==> config.mk <==
export PLATFORM = sky130hd
export DESIGN_NAME = clock_display_driver
export DESIGN_NICKNAME = d
export VERILOG_FILES = /design/src/rtl/clock_display_pkg.sv /design/src/rtl/clock_display_driver_scanner.sv /design/src/rtl/clock_display_driver.sv
export SDC_FILE = /design/constraint.sdc
export NUM_CORES = 1
export LEC_CHECK = 0
export ABC_CLOCK_PERIOD_IN_PS = 5800
export BUFFER_PORTS_ARGS = -buffer_cell sky130_fd_sc_hd__buf_4
export CAP_MARGIN = 10
export CORE_ASPECT_RATIO = 1.75
export CORE_UTILIZATION = 44
export CTS_CLUSTER_DIAMETER = 200
export DETAILED_ROUTE_END_ITERATION = 10
export GPL_TIMING_DRIVEN = 0
export SETUP_SLACK_MARGIN = 0.4
export SLEW_MARGIN = 25
export SYNTH_ARGS = -nofsm -noshare
export SYNTH_HDL_FRONTEND = slang
export SYNTH_SLANG_ARGS = --single-unit
==> constraint.sdc <==
create_clock -name clk -period 5.8 [get_ports clk]
set_input_delay 1.16 -clock clk [delete_from_list [all_inputs] [get_ports clk]]
set_output_delay 1.16 -clock clk [all_outputs]
set_load 0.03 [all_outputs]
==> src/rtl/clock_display_pkg.sv <==
// Shared types and helpers for the clock display driver: converter FSM states,
// digit/step counts and the active-low 7-segment decode.
package clock_display_pkg;

   typedef enum logic [1:0] {
      IDLE = 2'd0,
      CONV = 2'd1,
      DONE = 2'd2
   } conv_state_e;

   localparam int NUM_DIGITS = 6;
   localparam int CONV_STEPS = 6;

   // Segment order {g,f,e,d,c,b,a}; a 0 lights the segment. Non-decimal nibbles go dark.
   function automatic logic [6:0] seg7_lut(input logic [3:0] nibble);
      logic [6:0] segs;
      case (nibble)
         4'd0:    segs = 7'h40;
         4'd1:    segs = 7'h79;
         4'd2:    segs = 7'h24;
         4'd3:    segs = 7'h30;
         4'd4:    segs = 7'h19;
         4'd5:    segs = 7'h12;
         4'd6:    segs = 7'h02;
         4'd7:    segs = 7'h78;
         4'd8:    segs = 7'h00;
         4'd9:    segs = 7'h10;
         default: segs = 7'h7F;
      endcase
      return segs;
   endfunction

endpackage

==> src/rtl/clock_display_driver_scanner.sv <==
// Multiplexed display scan: holds each digit lit for REFRESH_DIV cycles and
// drives registered seg/an/dp for the currently selected digit.
module display_scanner
   import clock_display_pkg::*;
#(
   parameter int REFRESH_DIV      = 100000,
   parameter int BLANK_LEADING_HR = 1
) (
   input  logic                      clk,
   input  logic                      reset,
   input  logic [NUM_DIGITS*4-1:0]   digits,
   input  logic                      colon_on,
   output logic [6:0]                seg,
   output logic [5:0]                an,
   output logic                      dp
);

   localparam int CW = $clog2(REFRESH_DIV);

   logic [CW-1:0] cnt;
   logic [2:0]    idx;
   logic [3:0]    nibble;
   logic [6:0]    seg_next;
   logic [5:0]    an_next;
   logic          dp_next;

   always_comb begin
      nibble = 4'd0;
      case (idx)
         3'd0:    nibble = digits[3:0];
         3'd1:    nibble = digits[7:4];
         3'd2:    nibble = digits[11:8];
         3'd3:    nibble = digits[15:12];
         3'd4:    nibble = digits[19:16];
         3'd5:    nibble = digits[23:20];
         default: nibble = 4'd0;
      endcase
      // Leading hour zero is dark but its anode still fires, keeping scan timing uniform.
      if (idx == 3'd5 && BLANK_LEADING_HR != 0 && nibble == 4'd0)
         seg_next = 7'h7F;
      else
         seg_next = seg7_lut(nibble);
      an_next = ~(6'b000001 << idx);
      dp_next = ~(colon_on && (idx == 3'd2 || idx == 3'd4));
   end

   always_ff @(posedge clk) begin
      if (!reset) begin
         cnt <= '0;
         idx <= 3'd0;
         seg <= 7'h7F;
         an  <= 6'h3F;
         dp  <= 1'b1;
      end else begin
         seg <= seg_next;
         an  <= an_next;
         dp  <= dp_next;
         if (cnt == CW'(REFRESH_DIV - 1)) begin
            cnt <= '0;
            idx <= (idx == 3'(NUM_DIGITS - 1)) ? 3'd0 : idx + 3'd1;
         end else begin
            cnt <= cnt + 1'b1;
         end
      end
   end

endmodule

==> src/rtl/clock_display_driver.sv <==
// Time-bus reader: captures hr/min/sec on change, converts to BCD with a
// 6-step shift-add-3 pass, and hands the digits to the display scanner.
module clock_display_driver
   import clock_display_pkg::*;
#(
   parameter int REFRESH_DIV      = 100000,
   parameter int BLANK_LEADING_HR = 1
) (
   input  logic       clk,
   input  logic       reset,
   input  logic [5:0] sec,
   input  logic [5:0] min,
   input  logic [4:0] hr,
   output logic [6:0] seg,
   output logic [5:0] an,
   output logic       dp,
   output logic       bcd_valid
);

   conv_state_e state, state_next;

   logic [4:0]  shadow_hr;
   logic [5:0]  shadow_min, shadow_sec;
   logic        force_conv;
   logic [5:0]  bin_hr, bin_min, bin_sec;
   logic [7:0]  bcd_hr, bcd_min, bcd_sec;
   logic [2:0]  step;
   logic [23:0] disp_digits;
   logic        colon_on;
   logic        start;

   function automatic logic [13:0] shift_add3(input logic [7:0] bcd, input logic [5:0] bin);
      logic [7:0] adj;
      adj[3:0] = (bcd[3:0] >= 4'd5) ? bcd[3:0] + 4'd3 : bcd[3:0];
      adj[7:4] = (bcd[7:4] >= 4'd5) ? bcd[7:4] + 4'd3 : bcd[7:4];
      return {adj, bin} << 1;
   endfunction

   assign start = (state == IDLE) &&
                  (force_conv || {hr, min, sec} != {shadow_hr, shadow_min, shadow_sec});

   always_ff @(posedge clk) begin
      if (!reset) state <= IDLE;
      else        state <= state_next;
   end

   always_comb begin
      state_next = state;
      case (state)
         IDLE:    if (start) state_next = CONV;
         CONV:    if (step == 3'(CONV_STEPS - 1)) state_next = DONE;
         DONE:    state_next = IDLE;
         default: state_next = IDLE;
      endcase
   end

   always_ff @(posedge clk) begin
      if (!reset) begin
         shadow_hr   <= '0;
         shadow_min  <= '0;
         shadow_sec  <= '0;
         force_conv  <= 1'b1;
         bin_hr      <= '0;
         bin_min     <= '0;
         bin_sec     <= '0;
         bcd_hr      <= '0;
         bcd_min     <= '0;
         bcd_sec     <= '0;
         step        <= '0;
         disp_digits <= '0;
         colon_on    <= 1'b0;
         bcd_valid   <= 1'b0;
      end else begin
         bcd_valid <= 1'b0;
         case (state)
            IDLE: if (start) begin
               shadow_hr  <= hr;
               shadow_min <= min;
               shadow_sec <= sec;
               force_conv <= 1'b0;
               bin_hr     <= {1'b0, hr};
               bin_min    <= min;
               bin_sec    <= sec;
               bcd_hr     <= '0;
               bcd_min    <= '0;
               bcd_sec    <= '0;
               step       <= '0;
            end
            CONV: begin
               {bcd_hr, bin_hr}   <= shift_add3(bcd_hr, bin_hr);
               {bcd_min, bin_min} <= shift_add3(bcd_min, bin_min);
               {bcd_sec, bin_sec} <= shift_add3(bcd_sec, bin_sec);
               step <= step + 3'd1;
            end
            DONE: begin
               // BCD is one-to-one with 0..63, so comparing digits equals comparing seconds.
               if (bcd_sec != disp_digits[7:0]) colon_on <= ~colon_on;
               disp_digits <= {bcd_hr, bcd_min, bcd_sec};
               bcd_valid   <= 1'b1;
            end
            default: ;
         endcase
      end
   end

   display_scanner #(
      .REFRESH_DIV      (REFRESH_DIV),
      .BLANK_LEADING_HR (BLANK_LEADING_HR)
   ) u_scanner (
      .clk      (clk),
      .reset    (reset),
      .digits   (disp_digits),
      .colon_on (colon_on),
      .seg      (seg),
      .an       (an),
      .dp       (dp)
   );

endmodule

## After elaboration in Yosys (flattened, before gate mapping)

Memory sizes are Yosys's and may differ from the RTL's. A register that Yosys moved wholly into a read port is not among the register bits.
Index checks and enable logic that the tools add are counted.

| word-level totals | value |
|---|---|
| bits in registers | 118 |
| memory bits (read-only) | 112 |
| bits of input ports | 19 |
| output and inout port bits | 15 |
| word-level logic and storage cells | 92 |
| memories kept | 1 |

Memories:

| name | words | bits a word | read ports | clocked after memory_dff | wr ports | RTL line | text |
|---|---|---|---|---|---|---|---|
| (name not given) | 16 | 7 | 1 | 1 | 0 | clock_display_pkg.sv:17 | `case (nibble)` |

| cells by class | value |
|---|---|
| add/sub/neg operators | 9 |
| $lt $le $gt $ge | 6 |
| eq/ne operators | 13 |
| shift operators | 1 |
| mux-type cells | 24 |
| bitwise operators | 4 |
| reduce and logical (&&, ||, !) cells | 15 |

Operators by type and width:

| kind | number |
|---|---|
| $pmux 8 s2 | 3 |
| $pmux 6 s2 | 3 |
| $ge 4x3->1 const B | 6 |
| $pmux 4 s6 | 1 |
| $mux 6 | 3 |
| $add 17x1->17 const B | 1 |
| $eq 17x17->1 const B | 1 |
| $ne 17x17->1 | 1 |
| $mux 3 | 5 |
| $add 4x2->4 const B | 3 |
| $mux 4 | 3 |
| $add 3x2->3 const B | 3 |
| $eq 3x3->1 const B | 3 |
| $mux 8 | 1 |
| $ne 8x8->1 | 1 |
| $reduce_and 2->1 | 4 |
| $add 3x1->3 const B | 2 |
| $eq 3x2->1 const B | 2 |
| $not 6->6 | 1 |
| $pmux 3 s2 | 1 |
| $shl 1x3->6 const A | 1 |
| $logic_not 4->1 | 1 |
| $mux 2 | 2 |
| $ne 2x2->1 const B | 2 |
| 12 further kinds | 18 |

## Depth between registers and ports, before layout

Gate-level depths: netlist of the first run.

| logic depth | value |
|---|---|
| depth in word-level cells | 5 |
| gate-level depth with buffers | 11 |
| depth with buffers taken out | 9 |

## Hierarchy

A second synthesis of the first run with hierarchy kept.

| second synthesis, totals | value |
|---|---|
| cells, all modules | 744 |
| area, all modules | 6,259.8 µm² |

By module, submodules not included:

| module | instances | cells each | area an instance (µm²) | sequential area each (µm²) |
|---|---|---|---|---|
| clock_display_driver | 1 | 555 | 4,591.9 | 1,821.7 |
| display_scanner | 1 | 189 | 1,667.8 | 680.7 |

## Worst setup path before layout of the first run

Ideal clock, no wire load.

| timing path | value |
|---|---|
| kind | input-to-reg |
| start point | in hr[4] |
| end point | reg bcd_hr[0] |
| library setup time | 0.097 ns |
| arrival time | 2.562 ns |
| data required time | 5.703 ns |
| slack | 3.142 ns |
| stages | 7 |
| buffers on the path | 2 |
| cells stage by stage | xnor2_1 > nand4_1 > or4_4 > o21a_1 > buf_6 > buf_6 > o41ai_4 |

| on the way | value |
|---|---|
| word-level cells in the longest chain between the ends | 5 |

RTL lines:

| element | RTL line | text |
|---|---|---|
| start: declaration | clock_display_driver.sv:13 | `input logic [4:0] hr,` |
| $ne 17x17->1 | clock_display_driver.sv:40 | `(force_conv \|\| {hr, min, sec} != {shadow_hr, shadow_min, shadow_sec});` |
| $logic_or 1x1->1 | clock_display_driver.sv:40 |  |
| $logic_and 1x1->1 | clock_display_driver.sv:39 | `assign start = (state == IDLE) &&` |
| $ne 2x2->1 (no line) | -- |  |
| $reduce_and 2->1 (no line) | -- |  |
| end signal: assignment | clock_display_driver.sv:90 | `{bcd_hr, bin_hr} <= shift_add3(bcd_hr, bin_hr);` |
| end: declaration | clock_display_driver.sv:26 | `logic [7:0] bcd_hr, bcd_min, bcd_sec;` |

No other way between the ends.
A chain may end at the register's enable or synchronous reset.

## Worst setup path after layout of the first run

| timing path | value |
|---|---|
| start point | in hr[1] |
| end point | reg bin_min[4] |

| on the way | value |
|---|---|
| word-level cells in the longest chain between the ends | 5 |

RTL lines:

| element | RTL line | text |
|---|---|---|
| $ne 17x17->1 | clock_display_driver.sv:40 |  |
| $logic_or 1x1->1 | clock_display_driver.sv:40 |  |
| $logic_and 1x1->1 | clock_display_driver.sv:39 |  |
| $ne 2x2->1 (no line) | -- |  |
| $reduce_and 2->1 (no line) | -- |  |
| end signal: assignment | clock_display_driver.sv:82 | `bin_min <= min;` |
| end signal: assignment | clock_display_driver.sv:91 | `{bcd_min, bin_min} <= shift_add3(bcd_min, bin_min);` |
| end: declaration | clock_display_driver.sv:25 | `logic [5:0] bin_hr, bin_min, bin_sec;` |

No other way between the ends.

==> flow_summary_export.csv, run 1 <==
group,metric,value,unit
outcome,status,"complete, no violations",
worst_hold_path,hold_start,"colon_on",
timing,finalClockSkew,0.0101,ns
cts,tritoncts,"built",
finish,regArea,2500,um^2
cts,numCtsBuffers,17,
timing,hold_violations,0,
grt,grt_pass1_wl,23.9,mm
route,wl_per_cell,16.8,um
synth,netlist_instances,666,
synth,seq_area_frac_synth,0.434,
run,cap_violations,0,
cts,cts.sinks,125,
placement,gp_congestion,0.845,
finish,multi_input_area,3000,um^2
power_and_ir_drop,p_total,2.19,mW
placement,post-dp-hpwl,11.2,mm
timing,fin_crit,2.94,ns
critical_path,worstReg2RegStart,"u_scanner.idx[2]",
worst_hold_path,worstHoldPathType,"reg2reg",
cts,hold_buffers,0,
floorplanning,core,12900,um^2
worst_hold_path,hold_depth,1,
finish,layout-drive-gt1-share,0.140,
critical_path,rr_endpoint,"u_scanner.seg[2]",
route,firstDrtPassIters,8,
cts,insertion_delay,0.41,ns
finish,area_growth,19.0,%
finish,nets,757,
timing,fmax,0.340,GHz
grt,grt_max_degree,17,
floorplanning,dieArea,13600,um^2
cts,htree_levels,4,
timing,fin_crit_sh,0.507,
synth,synth_area_per_cell,8.66,um^2
finish,final_util,0.533,
placement,dp_slack,2.43,ns
timing,rsz0062_at_grt,"no",
cts,cts_root_buffer,"clkbuf_16",
critical_path,critPathLaunch,"hr[1]",
route,vias,4897,
synth,yosysUniqueCellTypes,52,
critical_path,crit_fanout,10,
cts,cts.reportedPaths.clkPinSlew,0.06,ns
grt,grt_usage,0.235,
placement,io_buffer_count,32,
finish,fillers,1239,
synth,synthesis.area,5760,um^2
critical_path,cp-end-kind,"flop",
floorplanning,die_w,88.5,um
route,detailedRoute.firstIterationViolations,253,
timing,setup_viol,0,
cts,clk_path_buf_depth,2,
grt,grt_pass1_vias,4871,
route,remaining_drc_errors,0,
synth,synth_fp_nets,706,
synth,ys_ff_latch,125,
critical_path,reg2reg_setup_slack,2.87,ns
cts,postCtsSetupBuffers,0,
timing,setup-tns-final,0,ns
finish,antenna_cells,0,
power_and_ir_drop,vdd_ir_drop_max,0.187,mV
route,ant_nets,0,
critical_path,start_kind,"input pin",
power_and_ir_drop,power_density,320,nW/um^2
floorplanning,start_util,0.448,
route,wl,15.2,mm
timing,worst_slack,2.86,ns
critical_path,timing_worst_setup_path_type,"in2reg",
cts,cts-resized-gates,0,
timing,relSlewSlack,0.520,
floorplanning,dieHeight,153,um
grt,gr-total-overflow,0,
synth,ys_warn_count,0,
power_and_ir_drop,p_leak,2.65,nW
route,via_per_inst,5.44,
critical_path,ff2ff_path_depth,10,
floorplanning,pin_count,34,
worst_hold_path,hold_end,"u_scanner.dp",
critical_path,critPathRequiredTime,6.16,ns
floorplanning,rows,55,
timing,tightest_slew,0.720,ns
critical_path,crit_arrival,3.29,ns
grt,antenna_found_initial,0,
timing,slew_violations,0,
-- worst max-delay path, cell delays in order --
cell and delay [ns]:
buf_4 0.12, xnor2_1 0.40, nand4_1 0.20, or4_4 0.54
o21ai_2 0.39, buf_4 0.27, o221a_2 0.20
-- layout make-up --
class / count / share of cell area
buffer: 40 / 0.0261
inverter: 23 / 0.0126
clock buffer: 19 / 0.0660
timing repair buffer: 32 / 0.0350
sequential: 125 / 0.365
multi-input combinational: 478 / 0.437
clock inverter: 13 / 0.0275
tap: 171 / 0.0312
-- worst max path at each step --
stage,endpoint,cells after the start,slack [ns]
after detailed placement,bin_min[0],7,2.43
after floorplan,bcd_hr[0],7,3.14
after global placement,bin_sec[0],7,2.45
after CTS,bin_min[4],7,2.85
final,bin_min[4],7,2.86
after global routing,u_scanner.seg[6],10,2.53
-- registers in the layout (all words and copies together), names as in the netlist --
name,count
shadow_sec,6
bcd_hr,8
u_scanner.cnt,17
u_scanner.dp,1
force_conv,1
bcd_valid,1
colon_on,1
bcd_min,8
shadow_min,6
step,3
bin_sec,6
u_scanner.seg,7
bin_min,6
u_scanner.idx,3
shadow_hr,5
bcd_sec,8
u_scanner.an,6
state,2
bin_hr,6
disp_digits,24
-- power by group --
part	switching [mW]	total (mW)	leakage, nW	internal, mW
clock	0.404	1.15	0.298	0.743
combinational	0.0871	0.142	1.34	0.0549
sequential	0.0178	0.903	1.02	0.885
total	0.509	2.19	2.65	1.68
-- cell usage in the layout (no fill, tap or decap), types with 7 or more instances in the layout --
master and n:
a21oi_1 47, buf_4 34, clkbuf_1 30, clkbuf_16 17, dfxtp_1 125, ha_1 21, inv_1 23, mux2i_1 23
nand2_1 121, nand2b_1 7, nand3_1 26, nand4_1 11, nor2_1 59, o21ai_0 15, o221a_2 14, o22ai_1 18
xnor2_1 20, xor2_1 29
-- through the flow --
step | hold WS [ns] | cells | cell area, um^2
2_1_floorplan | 0.370 | 666 | 5760
3_3_place_gp | 0.384 | 869 | 6220
3_5_place_dp | 0.392 | 869 | 6220
4_1_cts | 0.405 | 901 | 6860
5_1_grt | 0.427 | 901 | 6860
6_report | 0.403 | 901 | 6860
-- metal layers --
layer / global-route usage / part of all wire / vias up
met2: 0.440 / 0.56 / 117
met1: 0.225 / 0.36 / 2327
met3: 0.0443 / 0.029 / 40
li1: - / - / 2413
met4: 0.143 / 0.048 / 0
met5: 0 / 0 / -
-- cells in the mapped netlist (all sizes together) --
master | instances | area share
nor2b | 3 | 0.0033
a21boi | 1 | 0.0013
or2 | 1 | 0.0011
o41ai | 4 | 0.0093
or4 | 2 | 0.0033
xor2 | 29 | 0.044
a211o | 1 | 0.0015
o31a | 2 | 0.0030
nor2 | 59 | 0.038
o2111ai | 1 | 0.0015
nand4 | 11 | 0.012
nor4 | 7 | 0.0087
a221o | 2 | 0.0035
and3 | 2 | 0.0022
and2b | 1 | 0.0013
xnor2 | 20 | 0.030
nand2b | 7 | 0.0076
nand2 | 121 | 0.079
nor3b | 3 | 0.0039
inv | 23 | 0.015
o21a | 1 | 0.0013
nor4bb | 2 | 0.0035
a222oi | 2 | 0.0035
ha | 21 | 0.046
nand3b | 1 | 0.0013
buf | 10 | 0.012
and2 | 2 | 0.0022
a21oi | 47 | 0.041
dfxtp | 125 | 0.43
clkbuf | 30 | 0.020
o22ai | 18 | 0.020
mux2i | 23 | 0.040
mux2 | 4 | 0.0078
nor3 | 4 | 0.0035
and3b | 3 | 0.0046
o221a | 14 | 0.027
nand3 | 27 | 0.024
and4 | 1 | 0.0015
o221ai | 6 | 0.0091
o21ai | 17 | 0.015
o32ai | 1 | 0.0015
or4b | 7 | 0.012
-- cell families (layout without fill, tap and decap cells) --
kind of cell | count (synthesis) | in the layout | share of synthesized area
buffers and inverters | 63 | 127 | 0.0460
DFF | 125 | 125 | 0.434
and+or+nand+nor | 264 | 264 | 0.213
AOI/OAI and AO/OA | 117 | 117 | 0.139
xor gates and xnor gates | 49 | 49 | 0.0745
muxes | 27 | 27 | 0.0478
adders and majority gates | 21 | 21 | 0.0456
Note: power is estimated with default switching activity, not from simulation.
==> run 2, diff against run 1 <==
--- a/config.mk
+++ b/config.mk
@@ -5,7 +5,7 @@
 export SDC_FILE = /design/constraint.sdc
 export NUM_CORES = 1
 export LEC_CHECK = 0
-export ABC_CLOCK_PERIOD_IN_PS = 5800
+export ABC_CLOCK_PERIOD_IN_PS = 2700
 export BUFFER_PORTS_ARGS = -buffer_cell sky130_fd_sc_hd__buf_4
 export CAP_MARGIN = 10
 export CORE_ASPECT_RATIO = 1.75
==> constraint.sdc (replaced) <==
create_clock -name clk -period 2.7 [get_ports clk]
set_input_delay 0.54 -clock clk [delete_from_list [all_inputs] [get_ports clk]]
set_output_delay 0.54 -clock clk [all_outputs]
set_load 0.03 [all_outputs]
==> run 2 against run 1 <==
- cell count is 1.4% higher
- largest power group unchanged
- utilization is 1.3 points higher
- die area did not move
- setup slack worse by 2.4 ns
- hold slack lost 0.0088 ns
- first-iteration DRC count down 0.40%
==> flow_summary_export.csv, run 2 (synthesis gave the netlist of run 1 again) <==
group,metric,value,unit
finish,final_util,0.546,
timing,relSlewSlack,0.547,
critical_path,cp-end-kind,"flop",
placement,io_buffer_count,32,
floorplanning,dieHeight,153,um
route,remaining_drc_errors,0,
placement,placed_cells,869,
floorplanning,rows,55,
timing,setup-tns-final,0,ns
finish,largest_reg_flops,24,
timing,finalClockSkew,0.00869,ns
cts,insertion_delay,0.42,ns
floorplanning,core,12900,um^2
finish,stdcell_count,914,
finish,antenna_cells,0,
placement,post-dp-hpwl,11.3,mm
floorplanning,die_w,88.5,um
floorplanning,start_util,0.448,
finish,layout-drive-gt1-share,0.179,
timing,fin_crit_sh,0.844,
route,via_per_inst,5.42,
critical_path,crit_fanout,6,
worst_hold_path,worstHoldPathType,"in2reg",
grt,grt_pass1_vias,4903,
outcome,status,"complete, no violations",
route,wl_per_cell,16.8,um
cts,numCtsBuffers,17,
floorplanning,pin_count,34,
cts,cts.sinks,125,
critical_path,critPathRequiredTime,3.00,ns
power_and_ir_drop,p_leak,2.73,nW
cts,cts_root_buffer,"clkbuf_16",
critical_path,start_kind,"flop",
cts,cts.reportedPaths.clkPinSlew,0.06,ns
route,detailedRoute.firstIterationViolations,252,
finish,fillers,1200,
timing,slew_violations,0,
timing,hold_violations,0,
grt,grt_max_degree,17,
timing,fin_crit,2.28,ns
finish,nets,770,
timing,tightest_slew,0.679,ns
floorplanning,dieArea,13600,um^2
placement,placed_area,6230,um^2
timing,rsz0062_at_grt,"no",
cts,tritoncts,"built",
timing,worst_slack,0.420,ns
timing,setup_viol,0,
route,firstDrtPassIters,4,
finish,regMostFlops,"disp_digits",
run,cap_violations,0,
route,wl,15.3,mm
timing,hold_ws,0.394,ns
finish,area_growth,21.9,%
route,ant_nets,0,
grt,gr-total-overflow,0,
placement,gp_congestion,0.860,
finish,final_common_cell,"dfxtp_1",
finish,design_area,7030,um^2
grt,antenna_found_initial,0,
grt,grt_usage,0.239,
cts,htree_levels,4,
grt,grt_pass1_wl,24.3,mm
power_and_ir_drop,p_total,4.47,mW
placement,dp_slack,-0.0686,ns
critical_path,crit_arrival,2.58,ns
route,vias,4951,
finish,reg.largest.list,"disp_digits (24), u_scanner.cnt (17)",
power_and_ir_drop,power_density,636,nW/um^2
cts,clk_path_buf_depth,2,
timing,fmax,0.439,GHz
finish,final_cell_mix,"123 x dfxtp_1, 121 x nand2_1, 59 x nor2_1",
critical_path,timing_worst_setup_path_type,"reg2reg",
power_and_ir_drop,vdd_ir_drop_max,0.390,mV
## run 2: cell count changes in the layout (fill, tap and decap cells not counted), moves of 3 or more
cell      before  now
o21ai_0       15   10
ha_1          21   16
clkinv_2       1    4
clkbuf_2       0    3
ha_4           0    3
o21ai_1        1    6
buf_4         34   46
clkbuf_1      30   27
## run 2: path summary, 6_finish.rpt
| check | end | slack, ns | from | depth (start not counted) |
|---|---|---|---|---|
| worst min register to register | u_scanner.dp | 0.40 | colon_on | 1 |
| worst max register to register | u_scanner.seg[4] | 0.42 | u_scanner.idx[1] | 10 |
| worst max-delay path | u_scanner.seg[4] | 0.42 | u_scanner.idx[1] | 10 |
| worst min-delay path | shadow_sec[3] | 0.39 | sec[3] | 3 |
## run 2: worst max-delay path, stage by stage, from the launching register on
cell      delay (ns)
dfxtp_4         0.36
buf_8           0.12
and2_4          0.15
ha_4            0.16
buf_4           0.13
a222oi_1        0.36
buf_4           0.19
buf_4           0.13
ha_2            0.17
a21oi_1         0.06
a221o_1         0.31
## run 2: final cells by class
cell class	count	area (um^2)	area share
Multi-Input combinational cell	478	3090	0.440
Sequential cell	125	2510	0.357
Clock buffer	18	429	0.0611
Timing Repair Buffer	45	342	0.0486
Tap cell	171	214	0.0304
Buffer	40	210	0.0299
Clock inverter	14	146	0.0208
Inverter	23	86.3	0.0123
## run 2: metal layers
| layer | up-vias | routed length [um] | track usage |
|---|---|---|---|
| li1 | 2445 | - | - |
| met1 | 2340 | 5570 | 0.230 |
| met2 | 128 | 8610 | 0.452 |
| met3 | 38 | 503 | 0.0497 |
| met4 | 0 | 639 | 0.126 |
| met5 | - | 0 | 0 |
## run 2: report_power, final
part | total [mW] | internal (mW) | leakage, nW | switching [mW]
registers | 1.94 | 1.90 | 1.02 | 0.0383
logic | 0.310 | 0.121 | 1.43 | 0.189
clock network | 2.22 | 1.36 | 0.276 | 0.864
## run 2: repair_timing
item | 4_1_cts | 5_1_grt
hold buffers | 0 | 0
pin swaps | 4 | 8
gates resized for setup | 15 | 22
buffers inserted | 6 | 7
endpoints found under the setup margin | 45 | 26
==> run 3, diff against run 2 <==
--- a/config.mk
+++ b/config.mk
@@ -5,7 +5,7 @@
 export SDC_FILE = /design/constraint.sdc
 export NUM_CORES = 1
 export LEC_CHECK = 0
-export ABC_CLOCK_PERIOD_IN_PS = 2700
+export ABC_CLOCK_PERIOD_IN_PS = 2100
 export BUFFER_PORTS_ARGS = -buffer_cell sky130_fd_sc_hd__buf_4
 export CAP_MARGIN = 10
 export CORE_ASPECT_RATIO = 1.75
==> constraint.sdc (replaced) <==
create_clock -name clk -period 2.1 [get_ports clk]
set_input_delay 0.42 -clock clk [delete_from_list [all_inputs] [get_ports clk]]
set_output_delay 0.42 -clock clk [all_outputs]
set_load 0.03 [all_outputs]
==> run 3 against run 2 <==
- the run now ends with negative setup slack left
- clock skew is 0.0024 ns lower
- combinational power is 80% higher
- sequential cell count stayed put
- total power is 27% higher
- global-route usage is 1.8 points higher
- sequential power is 29% higher
- hold slack worse by 0.10 ns
- wire length is 7.3% higher
- critical endpoint unchanged
- largest power group unchanged
==> flow_summary_export.csv, run 3 (synthesis gave the netlist of run 1 again) <==
group,metric,value,unit
finish,antenna_cells,0,
critical_path,slowest_delay,0.42,ns
route,firstDrtPassIters,5,
floorplanning,rows,55,
critical_path,start_kind,"flop",
floorplanning,core,12900,um^2
critical_path,critPathRequiredTime,2.39,ns
power_and_ir_drop,comb_power_share,0.098,
cts,numCtsBuffers,17,
route,remaining_drc_errors,0,
timing,worst_slack,-0.0900,ns
route,wl,16.4,mm
run,cap_violations,0,
cts,insertion_delay,0.41,ns
timing,tightest_slew,0.798,ns
worst_hold_path,hold_start,"hr[2]",
cts,cts_root_buffer,"clkbuf_16",
critical_path,crit_arrival,2.48,ns
timing,relSlewSlack,0.468,
power_and_ir_drop,p_total,5.69,mW
power_and_ir_drop,power_density,716,nW/um^2
finish,regMostFlops,"disp_digits",
route,via_per_inst,5.44,
timing,slew_violations,0,
finish,fillers,1105,
finish,largest_reg_flops,24,
timing,fin_crit,2.19,ns
timing,rsz0062_at_grt,"yes",
power_and_ir_drop,clockPowerShare,0.462,
finish,regArea,2520,um^2
floorplanning,pin_count,34,
critical_path,cp-end-kind,"flop",
timing,hold_violations,0,
cts,hold_buffers,0,
critical_path,slowest_stage,"a222oi_1",
placement,gp_congestion,0.860,
cts,tritoncts,"built",
grt,grt_max_degree,17,
floorplanning,die_w,88.5,um
outcome,violations,"negative setup slack",
cts,htree_levels,4,
placement,placed_area,6560,um^2
power_and_ir_drop,seq_power_share,0.440,
finish,design_area,7950,um^2
finish,final_cell_mix,"120 x nand2_1, 118 x dfxtp_1, 51 x buf_4",
outcome,status,"finished, violations left",
cts,cts.reportedPaths.clkPinSlew,0.06,ns
power_and_ir_drop,power.net_switching,1.37,mW
timing,hold_ws,0.290,ns
timing,finalClockSkew,0.00633,ns
grt,grt_pass1_wl,26.0,mm
critical_path,crit_fanout,4,
worst_hold_path,worstHoldPathType,"in2reg",
critical_path,path_cells,"buf_8 > and2_4 > ha_4 > a222oi_1 > and2_4 > buf_6 > ha_4 > a21oi_2 > a221o_1",
route,vias,5082,
finish,final_common_cell,"nand2_1",
finish,layout-drive-gt1-share,0.295,
cts,clk_path_buf_depth,2,
finish,reg.largest.list,"disp_digits (24), u_scanner.cnt (17)",
timing,fin_crit_sh,1.04,
floorplanning,dieArea,13600,um^2
grt,grt_pass1_vias,5305,
grt,gr-total-overflow,0,
placement,post-dp-hpwl,11.3,mm
cts,cts.sinks,125,
critical_path,critPathLaunch,"u_scanner.idx[1]",
critical_path,worstReg2RegStart,"u_scanner.idx[1]",
finish,nets,792,
finish,area_growth,37.9,%
critical_path,timing_worst_setup_path_type,"reg2reg",
timing,fmax,0.457,GHz
placement,io_buffer_count,32,
floorplanning,dieHeight,153,um
timing,setup_viol,7,
route,wl_per_cell,17.6,um
grt,antenna_found_initial,0,
power_and_ir_drop,p_int,4.33,mW
finish,multi_input_area,3660,um^2
power_and_ir_drop,p_leak,3.06,nW
grt,grt_usage,0.257,
floorplanning,start_util,0.448,
route,ant_nets,0,
route,detailedRoute.firstIterationViolations,217,
power_and_ir_drop,vdd_ir_drop_max,0.558,mV
power_and_ir_drop,p_sw_frac,0.240,
## run 3: cell count changes in the layout (fill, tap and decap cells not counted), sizes merged
cell / previous run / this run
buf: 56 / 79
bufinv: 2 / 1
clkbuf: 47 / 49
clkinv: 8 / 7
clkinvlp: 3 / 1
inv: 24 / 23
## run 3: critical path, delay by kind of cell (launching register included)
family | cells | cell delay (ns)
AO/OA/AOI/OAI | 3 | 0.80
AND/OR/NAND/NOR | 2 | 0.40
flip-flops | 1 | 0.34
adder cells (fa/ha/maj) | 2 | 0.29
buffers and inverters | 2 | 0.22
## run 3: layer usage
metal | wire [um] | global-route usage | part of all wire
met5 | 0 | 0 | 0
met4 | 1280 | 0.209 | 0.078
met3 | 430 | 0.0427 | 0.026
met2 | 9180 | 0.479 | 0.56
met1 | 5550 | 0.228 | 0.34
## run 3: layout make-up
type | count | area share
plain buffers | 40 | 0.0394
multi-input cells | 478 | 0.461
flip-flops and latches | 125 | 0.317
clock buffers | 21 | 0.0567
clock inverters | 9 | 0.00913
repair buffers | 67 | 0.0798
well taps | 171 | 0.0269
inverters | 23 | 0.0109
## run 3: final timing paths
path,end,slack [ns],cells after the start
max,u_scanner.seg[4],-0.09,9
min reg2reg,u_scanner.dp,0.41,1
max reg2reg,u_scanner.seg[4],-0.09,9
min,shadow_hr[2],0.29,3
## run 3: through the flow
| stage | utilization | TNS, ns | setup slack [ns] | std cells |
|---|---|---|---|---|
| 2_1_floorplan | - | -0.221 | -0.0386 | 666 |
| 3_3_place_gp | 0.510 | -25.01 | -0.455 | 869 |
| 3_5_place_dp | 0.510 | -25.19 | -0.474 | 869 |
| 4_1_cts | 0.593 | -1.23 | -0.0732 | 927 |
| 5_1_grt | 0.618 | -1.37 | -0.201 | 934 |
| 6_report | 0.618 | -0.471 | -0.0900 | 934 |
## run 3: repair_timing
action / 4_1_cts / 5_1_grt
setup endpoints to repair: 100 / 109
buffers inserted: 21 / 7
pin swaps: 34 / 16
resized for setup: 64 / 70
gates cloned: 7 / 0
## run 3: power groups by stage
stage / sequential (mW) / combinational, mW / clock (mW)
3_3_place_gp: 2.55 / 0.444 / 0
5_1_grt: 2.51 / 0.598 / 2.79
2_1_floorplan: 2.55 / 0.289 / 0
4_1_cts: 2.50 / 0.535 / 2.68
6_report: 2.50 / 0.559 / 2.63
3_5_place_dp: 2.55 / 0.450 / 0
